`src/rtl/alu_retire_stage_pkg.sv`:
```
// Shared types for the ALU retire stage: flag layout, retire entry record and
// buffer depth.
package alu_retire_stage_pkg;

    typedef logic [63:0] long_t;

    typedef struct packed {
        logic z;
        logic n;
        logic c;
        logic sn;
    } flags_t;

    typedef struct packed {
        long_t      result;
        flags_t     flags;
        logic [4:0] rd;
        logic       wr_reg;
        logic       wr_flags;
        logic [7:0] exc;
    } retire_entry_t;

    localparam int RETIRE_DEPTH = 2;

endpackage

```
`src/rtl/alu_retire_stage_fifo.sv`:
```
// In-order buffer of retire entries with per-slot valid bits so that pending
// flag writers can be detected without decoding pointers.
module retire_fifo
    import alu_retire_stage_pkg::*;
#(
    parameter int DEPTH = RETIRE_DEPTH
) (
    input  logic          clk,
    input  logic          rst_n,
    input  logic          push,
    input  logic          pop,
    input  logic          flush,
    input  retire_entry_t wr_entry,
    output retire_entry_t head,
    output logic          full,
    output logic          empty,
    output logic          any_wr_flags
);

    localparam int PW = (DEPTH > 1) ? $clog2(DEPTH) : 1;
    localparam int CW = $clog2(DEPTH + 1);

    retire_entry_t  mem_r [DEPTH];
    logic [DEPTH-1:0] valid_r;
    logic [PW-1:0]  rd_ptr_r;
    logic [PW-1:0]  wr_ptr_r;
    logic [CW-1:0]  count_r;

    function automatic logic [PW-1:0] next_ptr(input logic [PW-1:0] p);
        if (p == PW'(DEPTH - 1)) begin
            return '0;
        end else begin
            return p + PW'(1);
        end
    endfunction

    // Storage, pointers and occupancy; flush drops everything but keeps storage contents.
    always_ff @(posedge clk) begin
        if (!rst_n) begin
            for (int i = 0; i < DEPTH; i++) begin
                mem_r[i] <= '0;
            end
            valid_r  <= '0;
            rd_ptr_r <= '0;
            wr_ptr_r <= '0;
            count_r  <= '0;
        end else if (flush) begin
            valid_r  <= '0;
            rd_ptr_r <= '0;
            wr_ptr_r <= '0;
            count_r  <= '0;
        end else begin
            if (push) begin
                mem_r[wr_ptr_r]   <= wr_entry;
                valid_r[wr_ptr_r] <= 1'b1;
                wr_ptr_r          <= next_ptr(wr_ptr_r);
            end
            if (pop) begin
                valid_r[rd_ptr_r] <= 1'b0;
                rd_ptr_r          <= next_ptr(rd_ptr_r);
            end
            case ({push, pop})
                2'b10:   count_r <= count_r + CW'(1);
                2'b01:   count_r <= count_r - CW'(1);
                default: count_r <= count_r;
            endcase
        end
    end

    // Any buffered entry that will write the flag register.
    always_comb begin
        any_wr_flags = 1'b0;
        for (int i = 0; i < DEPTH; i++) begin
            any_wr_flags = any_wr_flags | (valid_r[i] & mem_r[i].wr_flags);
        end
    end

    assign head  = mem_r[rd_ptr_r];
    assign full  = (count_r == CW'(DEPTH));
    assign empty = (count_r == CW'(0));

endmodule

```
`src/rtl/alu_retire_stage.sv`:
```
// ALU retire stage: buffers results, commits flags and counts retired
// instructions as entries leave through the writeback port.
module alu_retire_stage
    import alu_retire_stage_pkg::*;
#(
    parameter int DEPTH = RETIRE_DEPTH
) (
    input  logic       clk,
    input  logic       rst_n,
    input  logic       in_valid,
    output logic       in_ready,
    input  long_t      in_result,
    input  flags_t     in_flags,
    input  logic [4:0] in_rd,
    input  logic       in_wr_reg,
    input  logic       in_wr_flags,
    input  logic [7:0] in_exc,
    input  logic       flush,
    output logic       out_valid,
    input  logic       out_ready,
    output long_t      out_result,
    output logic [4:0] out_rd,
    output logic       out_wr_reg,
    output logic [7:0] out_exc,
    output flags_t     flags,
    output logic       carry_o,
    output logic       flag_busy,
    output long_t      retire_count
);

    logic          push_s;
    logic          pop_s;
    logic          commit_s;
    logic          full_s;
    logic          empty_s;
    logic          any_wr_flags_s;
    retire_entry_t wr_entry_s;
    retire_entry_t head_s;
    flags_t        flags_r;
    long_t         retire_count_r;

    assign wr_entry_s = '{result:   in_result,
                          flags:    in_flags,
                          rd:       in_rd,
                          wr_reg:   in_wr_reg,
                          wr_flags: in_wr_flags,
                          exc:      in_exc};

    // in_ready depends only on stored occupancy, never on out_ready.
    assign in_ready  = ~full_s;
    assign out_valid = ~empty_s & ~flush;
    assign push_s    = in_valid & in_ready & ~flush;
    assign pop_s     = out_valid & out_ready;
    assign commit_s  = pop_s & (head_s.exc == 8'h00);

    retire_fifo #(
        .DEPTH(DEPTH)
    ) u_fifo (
        .clk         (clk),
        .rst_n       (rst_n),
        .push        (push_s),
        .pop         (pop_s),
        .flush       (flush),
        .wr_entry    (wr_entry_s),
        .head        (head_s),
        .full        (full_s),
        .empty       (empty_s),
        .any_wr_flags(any_wr_flags_s)
    );

    // Architectural flags and retired-instruction counter, updated only on a clean commit.
    always_ff @(posedge clk) begin
        if (!rst_n) begin
            flags_r        <= '0;
            retire_count_r <= '0;
        end else begin
            if (commit_s && head_s.wr_flags) begin
                flags_r <= head_s.flags;
            end
            if (commit_s) begin
                retire_count_r <= retire_count_r + 64'd1;
            end
        end
    end

    assign out_result   = head_s.result;
    assign out_rd       = head_s.rd;
    assign out_wr_reg   = head_s.wr_reg;
    assign out_exc      = head_s.exc;
    assign flags        = flags_r;
    assign carry_o      = flags_r.c;
    assign flag_busy    = any_wr_flags_s;
    assign retire_count = retire_count_r;

endmodule

```
`config.mk`:
```
export PLATFORM = sky130hd
export DESIGN_NAME = alu_retire_stage
export DESIGN_NICKNAME = d
export VERILOG_FILES = /design/src/rtl/alu_retire_stage_pkg.sv /design/src/rtl/alu_retire_stage_fifo.sv /design/src/rtl/alu_retire_stage.sv
export SDC_FILE = /design/constraint.sdc
export NUM_CORES = 1
export LEC_CHECK = 0
export CORE_UTILIZATION = 47
export DETAILED_ROUTE_END_ITERATION = 10
export GPL_TIMING_DRIVEN = 0
export MAX_ROUTING_LAYER = met4
export PLACE_DENSITY = 0.88
export SLEW_MARGIN = 20
export SYNTH_ARGS = -nofsm -noshare
export SYNTH_HDL_FRONTEND = slang
export SYNTH_SLANG_ARGS = --single-unit
```
`constraint.sdc`:
```
create_clock -name clk -period 7.9 [get_ports clk]
set_clock_uncertainty 0.15 [all_clocks]
set_input_delay 0.79 -clock clk [delete_from_list [all_inputs] [get_ports clk]]
set_output_delay 0.79 -clock clk [all_outputs]
set_load 0.02 [all_outputs]
```
==> key figures, run 1 <==
Status
  • Status: finished clean

Power and ir drop
  • Clock power share: between 40 and 50%
  • Sw power: 632 uW
  • Pwr Total: between 2 and 3 mW
  • Logic gate share of total power: 9.6%
  • P_int: 2.22 mW
  • Static Leakage: 5.31 nW
  • Switch share: 22.2%
  • Sequential share of power: 49.4%
  • Power Density: 189 mW/mm^2
  • VDD IR-drop max: 203 uV

Cells and area
  • Post-layout util: 64.1%
  • Share of cells above drive strength 1: roughly 17%
  • Most common cell after layout, fill and taps aside: clkdlybuf4s50_1
  • N_diodes: 0
  • NumNets Final: between 1,000 and 1,500
  • Commonest cells after routing, fill and taps aside: clkdlybuf4s50_1 (237), and2_1 (167), edfxtp_1 (166)
  • Area Growth Syn to Fin: 33.2%

Worst setup path
  • Critical path type: register to output port
  • Worst path cell trace: clkbuf_1 -> clkbuf_1 -> buf_1 -> mux2_2 -> buf_4 -> clkdlybuf4s50_1
  • Crit path top cell by count: clkbuf_1
  • Critical path's largest stage delay: 0.54 ns
  • CP startpoint kind: register
  • Peak fanout along the critical path: 10
  • CP top delay family: buffers and inverters
  • Crit. End Element: output port
  • Worst EP arrival: 3.50 ns
  • Critical Path RT: a little under 7 ns
  • Buf/Inv on CP: 5
  • Crit-path slowest cell: clkbuf_1

Floorplanning
  • Core area: between 0.02 and 0.025 mm^2
  • # rows: 56
  • Starting Density: between 40% and 50%
  • Chip height: 157 um
  • Die W: ~160 um
  • Full die area: 0.0247 mm^2
  • # IOs: about 240

GRT
  • Gr ovfl total: 0
  • Largest net degree at the start of global routing: 55
  • First-pass GRT wire length: 43.4 mm
  • Global Route Usage Sum: 23.3%
  • Initial antenna violation count: 0
  • Vias in the first global route: ~8,400

CTS
  • Post-CTS resize count: 0
  • Hold buffer count at CTS: 0
  • Clock Sinks: 241
  • CTS buffer count: 26
  • CTS clk-pin slew, worst paths: 0.06 ns
  • Clk buf depth: 3
  • CTS tree: done
  • Clk_lat worst skew: 0.54 ns
  • CTS root buffer: clkbuf_16
  • Post CTS Setup Buffer Count: 0
  • H-tree levels: 1

Timing
  • RSZ-0062 raised after global routing: no
  • Max-slew headroom: 39.7%
  • Max Slew Vio Count: 0
  • Post-layout min period: 4.44 ns
  • Fmax: approximately 0.22 GHz
  • Min Hold Slack: approximately 0.34 ns
  • Worst Tran Pin Value: between 0.8 and 0.9 ns
  • Final Hold Vio Count: 0
  • Period Utilization, post-route: 56.3%
  • Setup violations, final: 0
  • Worst Slack Setup Final: ~3.5 ns

Worst hold path
  • Hold/Removal Path Class: register to register

Placed design
  • Port bufs: 237
  • GPL Wtd Cong: 0.928
  • Setup WS pre-CTS: 3.94 ns
  • HPWL after detailed placement: 20.1 mm

Logic synthesis
  • Distinct cells, synth: between 40 and 50
  • Number of flops mapped to enable cells by yosys: 166
  • Post-synth top area share: 44.0%
  • Fraction of registers with async set/reset: 0%
  • Syn_nets: 1,064
  • Area contributors post-synth: edfxtp_1 (44%), dfxtp_1 (13%), and2_1 (9.2%)
  • Synth Instances: approximately 970
  • Yosys warns: 0
  • Register area share after synthesis: a little under three fifths
  • Yosys reg bits: approximately 240
  • Mapped Area: 0.0113 mm^2
  • Synth Area per Inst: 11.6 um^2
  • Area leader, netlist: edfxtp_1
  • Primary flip-flop cell chosen by synthesis mapping: edfxtp_1

Detailed routing
  • Drt initial violations: between 500 and 600
  • DR DRC count: 0
  • Drt pass-1 iters: 7
  • Routed WL: 28.2 mm
  • Via density: 5.38
  • Via count: 8,522
  • DR WL/cell: 17.8 um
  • Post-route ant nets: 0

Job
  • Max cap viols: 0
## path summary, 6_finish.rpt
path | startpoint | end | slack [ns] | cells after the start
worst max-delay path | register | out_result[61] | 3.46 | 6
worst min-delay path | u_fifo.rd_ptr_r | u_fifo.valid_r[1] | 0.34 | 1
worst max register to register | register | retire_count[26] | 4.33 | 9
worst min register to register | u_fifo.rd_ptr_r | u_fifo.valid_r[1] | 0.34 | 1
## power groups by stage
stage / clock (mW) / combinational (mW) / sequential (mW)
floorplan: 0 / 0.136 / 1.44
detailed placement: 0 / 0.274 / 1.44
global route: 1.24 / 0.289 / 1.41
global placement: 0 / 0.257 / 1.44
CTS: 1.19 / 0.276 / 1.41
finish: 1.17 / 0.273 / 1.41
## through the flow
step                instance area (um^2)  instances  TNS, ns
floorplan                          11300        974        0
global placement                   14100       1530  -313.88
detailed placement                 14300       1535        0
CTS                                15100       1583        0
global route                       15100       1583        0
finish                             15100       1583        0
## cells by family after synthesis
logic type / share of synthesized area [%]
adder cells (fa/ha/maj): 0.221
flip-flops: 57.3
AO/OA/AOI/OAI: 7.91
XOR/XNOR: 0.773
AND/OR/NAND/NOR: 19.1
multiplexers: 7.75
buffers and inverters: 6.98
## layer usage
layer / vias up / GRT usage [%] / routed length, um
met4: 0 / 6.70 / 684
li1: 4030 / - / -
met5: - / - / 0
met1: 4049 / 26.1 / 10800
met3: 57 / 5.81 / 2550
met2: 386 / 41.1 / 14200
## sequential cells by signal, summed over array words and instances, names as in the netlist, named ones only
register,cells
u_fifo.wr_ptr_r,1
u_fifo.rd_ptr_r,1
carry_o,1
flags,3
u_fifo.mem_r,166
retire_count,64
u_fifo.valid_r,2
u_fifo.count_r,2
## synthesized netlist by cell type (2+ instances only)
library cell / instances
or3_1: 30
a21oi_1: 63
nand4_1: 25
and2_1: 167
clkbuf_1: 45
or4_1: 23
nand3b_1: 3
o21ai_0: 29
mux2_2: 78
xnor2_1: 7
nand2_1: 31
o21a_1: 8
o41ai_1: 2
a2111o_1: 4
dfxtp_1: 75
edfxtp_1: 166
a211oi_1: 3
and4_1: 4
xor2_1: 3
nor2_1: 23
nor4_1: 6
ha_1: 2
inv_1: 6
o31ai_1: 23
a21boi_0: 2
buf_4: 78
nor3b_1: 2
nor3_1: 10
o22ai_1: 4
or2_2: 2
buf_2: 2
nand2b_1: 3
nand3_1: 28
and3_1: 3
## cell type report
class / count / area [um^2]
Buffer: 126 / 768
Clock buffer: 32 / 713
Clock inverter: 16 / 119
Fill cell: 1764 / 8450
Inverter: 6 / 22.5
Multi-Input combinational cell: 601 / 4080
Sequential cell: 241 / 6490
Tap cell: 319 / 399
Timing Repair Buffer: 242 / 2510
No activity file was read; power rests on OpenSTA's default activity.
==> inputs of run 2 (changes only) <==
- CORE_UTILIZATION: 47 -> 52
- PLACE_DENSITY: 0.88 -> 0.92
- clock period: 7.9 -> 4.54 ns (I/O delays scaled with it)
==> run 2 against run 1 <==
Net effect: first-iteration DRC count fell by 26%; highest routed layer unchanged; critical path type unchanged; non-clock buffer count is the same; die area shrank 9.5%; power increased by 72%; clock-buffer cell count down 5; critical path depth did not move; setup slack got worse by 2.9 ns; register-to-register slack worse by 3.3 ns; cell count shrank 3.0%; critical endpoint is now out_result[57]; sequential power is 74% higher.
==> key figures, run 2 (same netlist as run 1, synthesis figures left out) <==
Status
  • Status: finished clean

CTS
  • Hold buffer count at CTS: 0
  • H-tree levels: 1
  • Post CTS Setup Buffer Count: 0
  • CTS buffer count: 25
  • Clk_lat worst skew: roughly 0.52 ns
  • CTS root buffer: clkbuf_16
  • CTS clk-pin slew, worst paths: 0.06 ns
  • Clock Sinks: 241
  • Post-CTS resize count: 0
  • Clk buf depth: 3
  • CTS tree: done

Worst setup path
  • Critical path type: register to output port
  • Critical Path RT: 3.94 ns
  • Peak fanout along the critical path: 10
  • Worst EP arrival: 3.42 ns
  • Crit. End Element: output port
  • CP startpoint kind: register

Timing
  • Max Slew Vio Count: 0
  • Worst Tran Pin Value: just under 1 ns
  • Min Hold Slack: 0.335 ns
  • Post-layout min period: 4.03 ns
  • Period Utilization, post-route: 88.7%
  • Max-slew headroom: 34.5%
  • Final Hold Vio Count: 0
  • Worst Slack Setup Final: 0.514 ns
  • Setup_tns: 0 ns
  • Fmax: 0.248 GHz
  • RSZ-0062 raised after global routing: no
  • Setup violations, final: 0

Floorplanning
  • Full die area: 0.0224 mm^2
  • Chip height: 150 um
  • # IOs: 238
  • Starting Density: a little over half
  • Core area: 0.0212 mm^2
  • # rows: 53
  • Die W: 150 um

Detailed routing
  • Drt initial violations: 423
  • Via density: 5.65
  • Drt pass-1 iters: 5
  • Met3 wire length: 2.49 mm
  • DR DRC count: 0
  • DR WL/cell: 18.9 um
  • Routed WL: 29.0 mm
  • Via count: ~8,700
  • Routed wl met2: 14.9 mm
  • Post-route ant nets: 0
  • Met1 WL: 10.8 mm
  • Top sig layer: met4

Placed design
  • Port bufs: 237
  • HPWL after detailed placement: 20.6 mm
  • GPL Wtd Cong: 0.932
  • DP Area: 0.0142 mm^2
  • Dpl cells: approximately 1,500
  • Setup WS pre-CTS: 0.990 ns

GRT
  • Vias in the first global route: between 8,000 and 9,000
  • Global Route Usage Sum: 26.5%
  • First-pass GRT wire length: 44.7 mm
  • Largest net degree at the start of global routing: 44
  • Gr ovfl total: 0
  • Initial antenna violation count: 0

Power and ir drop
  • VDD IR-drop max: 302 uV
  • Pwr Total: 4.90 mW
  • Static Leakage: 5.27 nW
  • Power Density: 327 mW/mm^2

Cells and area
  • Commonest cells after routing, fill and taps aside: clkdlybuf4s50_1 (237), and2_1 (167), edfxtp_1 (166)
  • Top register by number of flip-flops: u_fifo.mem_r
  • Storage cell area: 0.00649 mm^2
  • Max reg flops: 166
  • Most common cell after layout, fill and taps aside: clkdlybuf4s50_1
  • Area of the multi-input gates: 0.00408 mm^2
  • Post-layout util: 70.6%
  • Final instance area: 0.0150 mm^2
  • Final std cells w/o fill: roughly 1,500
  • Area Growth Syn to Fin: 32.3%
  • N_diodes: 0
  • NumNets Final: 1,333
  • Share of cells above drive strength 1: about 17%
  • Fill count: 1,437

Worst hold path
  • Hold/Removal Path Class: register to register

Job
  • Max cap viols: 0
-- run 2: cell count changes in the layout (fill, tap and decap cells not counted) --
cell | previous run | this run
clkinv_1 | 8 | 3
buf_12 | 0 | 1
clkinv_4 | 0 | 2
clkinvlp_4 | 0 | 3
buf_16 | 5 | 4
clkinvlp_2 | 1 | 2
bufinv_16 | 1 | 2
clkinv_2 | 3 | 6
inv_4 | 1 | 0
clkinv_8 | 2 | 0
clkbuf_8 | 4 | 0
clkbuf_16 | 26 | 25
-- run 2: cell type report --
cell class                 instances  share of cell area, %
sequential                       241                   43.3
multi-input combinational        601                   27.2
timing repair buffer             242                   16.7
buffer                           126                   5.13
clock buffer                      27                   4.23
tap                              275                   2.30
clock inverter                    18                   1.01
inverter                           6                  0.150
-- run 2: power by group --
| group | internal, mW | switching [mW] | total [mW] |
|---|---|---|---|
| combinational | 0.263 | 0.218 | 0.481 |
| clock | 1.12 | 0.843 | 1.97 |
| sequential | 2.43 | 0.0257 | 2.45 |
| total | 3.81 | 1.09 | 4.90 |
-- run 2: critical path: stages, from the launching register on --
cell and delay, ns:
dfxtp_1 0.30, clkbuf_1 0.47, clkbuf_1 0.55, buf_1 0.51, mux2_2 0.40, buf_4 0.13, clkdlybuf4s50_1 0.54
-- run 2: layer usage --
metal,global-route usage [%],vias up
met1,30.9,4195
met3,5.43,53
li1,-,4026
met5,-,-
met4,8.27,0
met2,45.7,405
-- run 2: path summary, 6_finish.rpt --
path	from	endpoint	slack, ns	cells after the start
max	register	out_result[57]	0.51	6
max reg2reg	register	retire_count[32]	1.02	9
min reg2reg	flags[2]	flags[2]	0.33	1
min	flags[2]	flags[2]	0.33	1
==> inputs of run 3 (changes only) <==
- CORE_MARGIN: default -> 2
==> run 3 against run 2 <==
Net effect: routed wire length is 4.8% higher; largest power group unchanged; clock power grew 13%; power grew 5.6%; sequential power about the same; via count is 1.9% higher; register-to-register slack got worse by 0.02 ns; sequential share of layout area is 0.38 points lower; design area rose by 0.89%; worst hold slack got worse by 0.021 ns; cell count rose by 0.26%.
==> key figures, run 3 (same netlist as run 1, synthesis figures left out) <==
Placed design
  • Port bufs: 237
  • Setup WS pre-CTS: 0.952 ns
  • HPWL after detailed placement: between 20 and 25 mm
  • GPL Wtd Cong: 0.926

Floorplanning
  • Starting Density: between 50 and 60%
  • # IOs: around 240
  • Chip height: about 150 um
  • # rows: 53
  • Full die area: 0.0230 mm^2
  • Core area: 0.0212 mm^2
  • Die W: 152 um

Detailed routing
  • Post-route ant nets: 0
  • Routed WL: roughly 30 mm
  • Drt initial violations: 541
  • Via density: around 5.7
  • DR DRC count: 0
  • Via count: 8,847
  • Drt pass-1 iters: 5
  • DR WL/cell: 19.7 um

CTS
  • Clk_lat worst skew: 0.52 ns
  • CTS root buffer: clkbuf_16
  • Post CTS Setup Buffer Count: 0
  • H-tree levels: 1
  • Post-CTS resize count: 0
  • Clk buf depth: 3
  • CTS tree: done
  • Clock Sinks: 241
  • CTS buffer count: 26
  • CTS clk-pin slew, worst paths: 0.06 ns
  • Hold buffer count at CTS: 0

Cells and area
  • Share of cells above drive strength 1: 17.2%
  • NumNets Final: 1,334
  • Area of the multi-input gates: 0.00408 mm^2
  • Max reg flops: 166
  • Most common cell after layout, fill and taps aside: clkdlybuf4s50_1
  • Storage cell area: 0.00649 mm^2
  • Top register by number of flip-flops: u_fifo.mem_r
  • Commonest cells after routing, fill and taps aside: clkdlybuf4s50_1 (237), and2_1 (167), edfxtp_1 (166)
  • Area Growth Syn to Fin: 33.5%
  • Fill count: 1,361

Timing
  • Max Slew Vio Count: 0
  • Post-layout min period: 4.04 ns
  • Final Hold Vio Count: 0
  • Setup violations, final: 0
  • Worst Slack Setup Final: about 0.5 ns
  • RSZ-0062 raised after global routing: no
  • Period Utilization, post-route: just under 90%
  • Fmax: 0.248 GHz
  • Max-slew headroom: 37.8%
  • Min Hold Slack: roughly 0.31 ns
  • Worst Tran Pin Value: 0.926 ns

Power and ir drop
  • Switch share: 21.8%
  • VDD IR-drop max: 292 uV
  • Sw power: between 1 and 1.5 mW
  • Power Density: 342 mW/mm^2
  • Static Leakage: roughly 5.4 nW
  • P_int: 4.05 mW
  • Sequential share of power: 47.5%
  • Clock power share: 43.1%
  • Logic gate share of total power: about a tenth

Worst setup path
  • Reg2Reg Depth: 9
  • Critical Path RT: 3.94 ns
  • Critical path capture point: out_result[60]
  • Critical path type: register to output port
  • CP startpoint kind: register
  • Register-to-register setup slack: 1.00 ns
  • Worst EP arrival: 3.43 ns
  • RR Endpoint: retire_count[32]
  • Peak fanout along the critical path: 10
  • Crit. End Element: output port

Worst hold path
  • Hold/Removal Path Class: register to register

GRT
  • Largest net degree at the start of global routing: 47
  • First-pass GRT wire length: 46.3 mm
  • Global Route Usage Sum: between 20% and 30%
  • Vias in the first global route: 8,831
  • Initial antenna violation count: 1
  • Gr ovfl total: 0

Status
  • Status: finished clean

Job
  • Max cap viols: 0
## run 3: changes by cell type in the layout (fill, tap and decap cells not counted), sizes merged
| cell | delta |
|---|---|
| clkinv | -3 |
| clkbuf | +10 |
| clkinvlp | -4 |
| diode | +1 |
## run 3: layer usage
layer,wire [um],track usage (%),vias to the layer above
li1,-,-,4045
met1,11300,30.9,4290
met2,15200,46.1,440
met3,3020,6.44,72
met4,859,8.10,0
met5,0,-,-
## run 3: power by group through the flow
stage                     combinational (mW)  sequential [mW]  clock [mW]
final                                  0.486             2.46        2.23
after global placement                 0.447             2.50           0
after CTS                              0.487             2.46        2.24
after detailed placement               0.479             2.50           0
after global routing                   0.510             2.46        2.33
after floorplan                        0.238             2.50           0
## run 3: how the worst min path moves through the flow
stage,from,endpoint,cells after the start
2_1_floorplan,u_fifo.rd_ptr_r,u_fifo.valid_r[1],1
6_report,flags[2],flags[2],1
5_1_grt,flags[3],flags[3],1
3_5_place_dp,flags[2],flags[2],1
3_3_place_gp,flags[3],flags[3],1
4_1_cts,flags[2],flags[2],1
## run 3: final cells by class
type / count / share of cell area, %
multi-input cells: 601 / 27.0
repair buffers: 242 / 16.6
plain buffers: 126 / 5.08
flip-flops and latches: 241 / 42.9
inverters: 6 / 0.149
clock buffers: 37 / 5.36
well taps: 275 / 2.28
diodes: 1 / 0.0166
clock inverters: 11 / 0.704
## run 3: stage by stage
step,total power [mW],instance area [um^2],setup TNS [ns],utilization [%],cells
2_1_floorplan,2.73,11300,0,-,974
3_3_place_gp,2.95,14000,-101.13,66.2,1486
3_5_place_dp,2.98,14200,0,66.9,1491
4_1_cts,5.19,15100,0,71.2,1539
5_1_grt,5.30,15100,0,71.2,1540
6_report,5.17,15100,0,71.2,1540
## run 3: worst max-delay path, cell delays in order, from the launching register on
cell	delay (ns)
dfxtp_1	0.30
clkbuf_1	0.45
clkbuf_1	0.54
buf_1	0.52
mux2_2	0.40
buf_4	0.14
clkdlybuf4s50_1	0.55
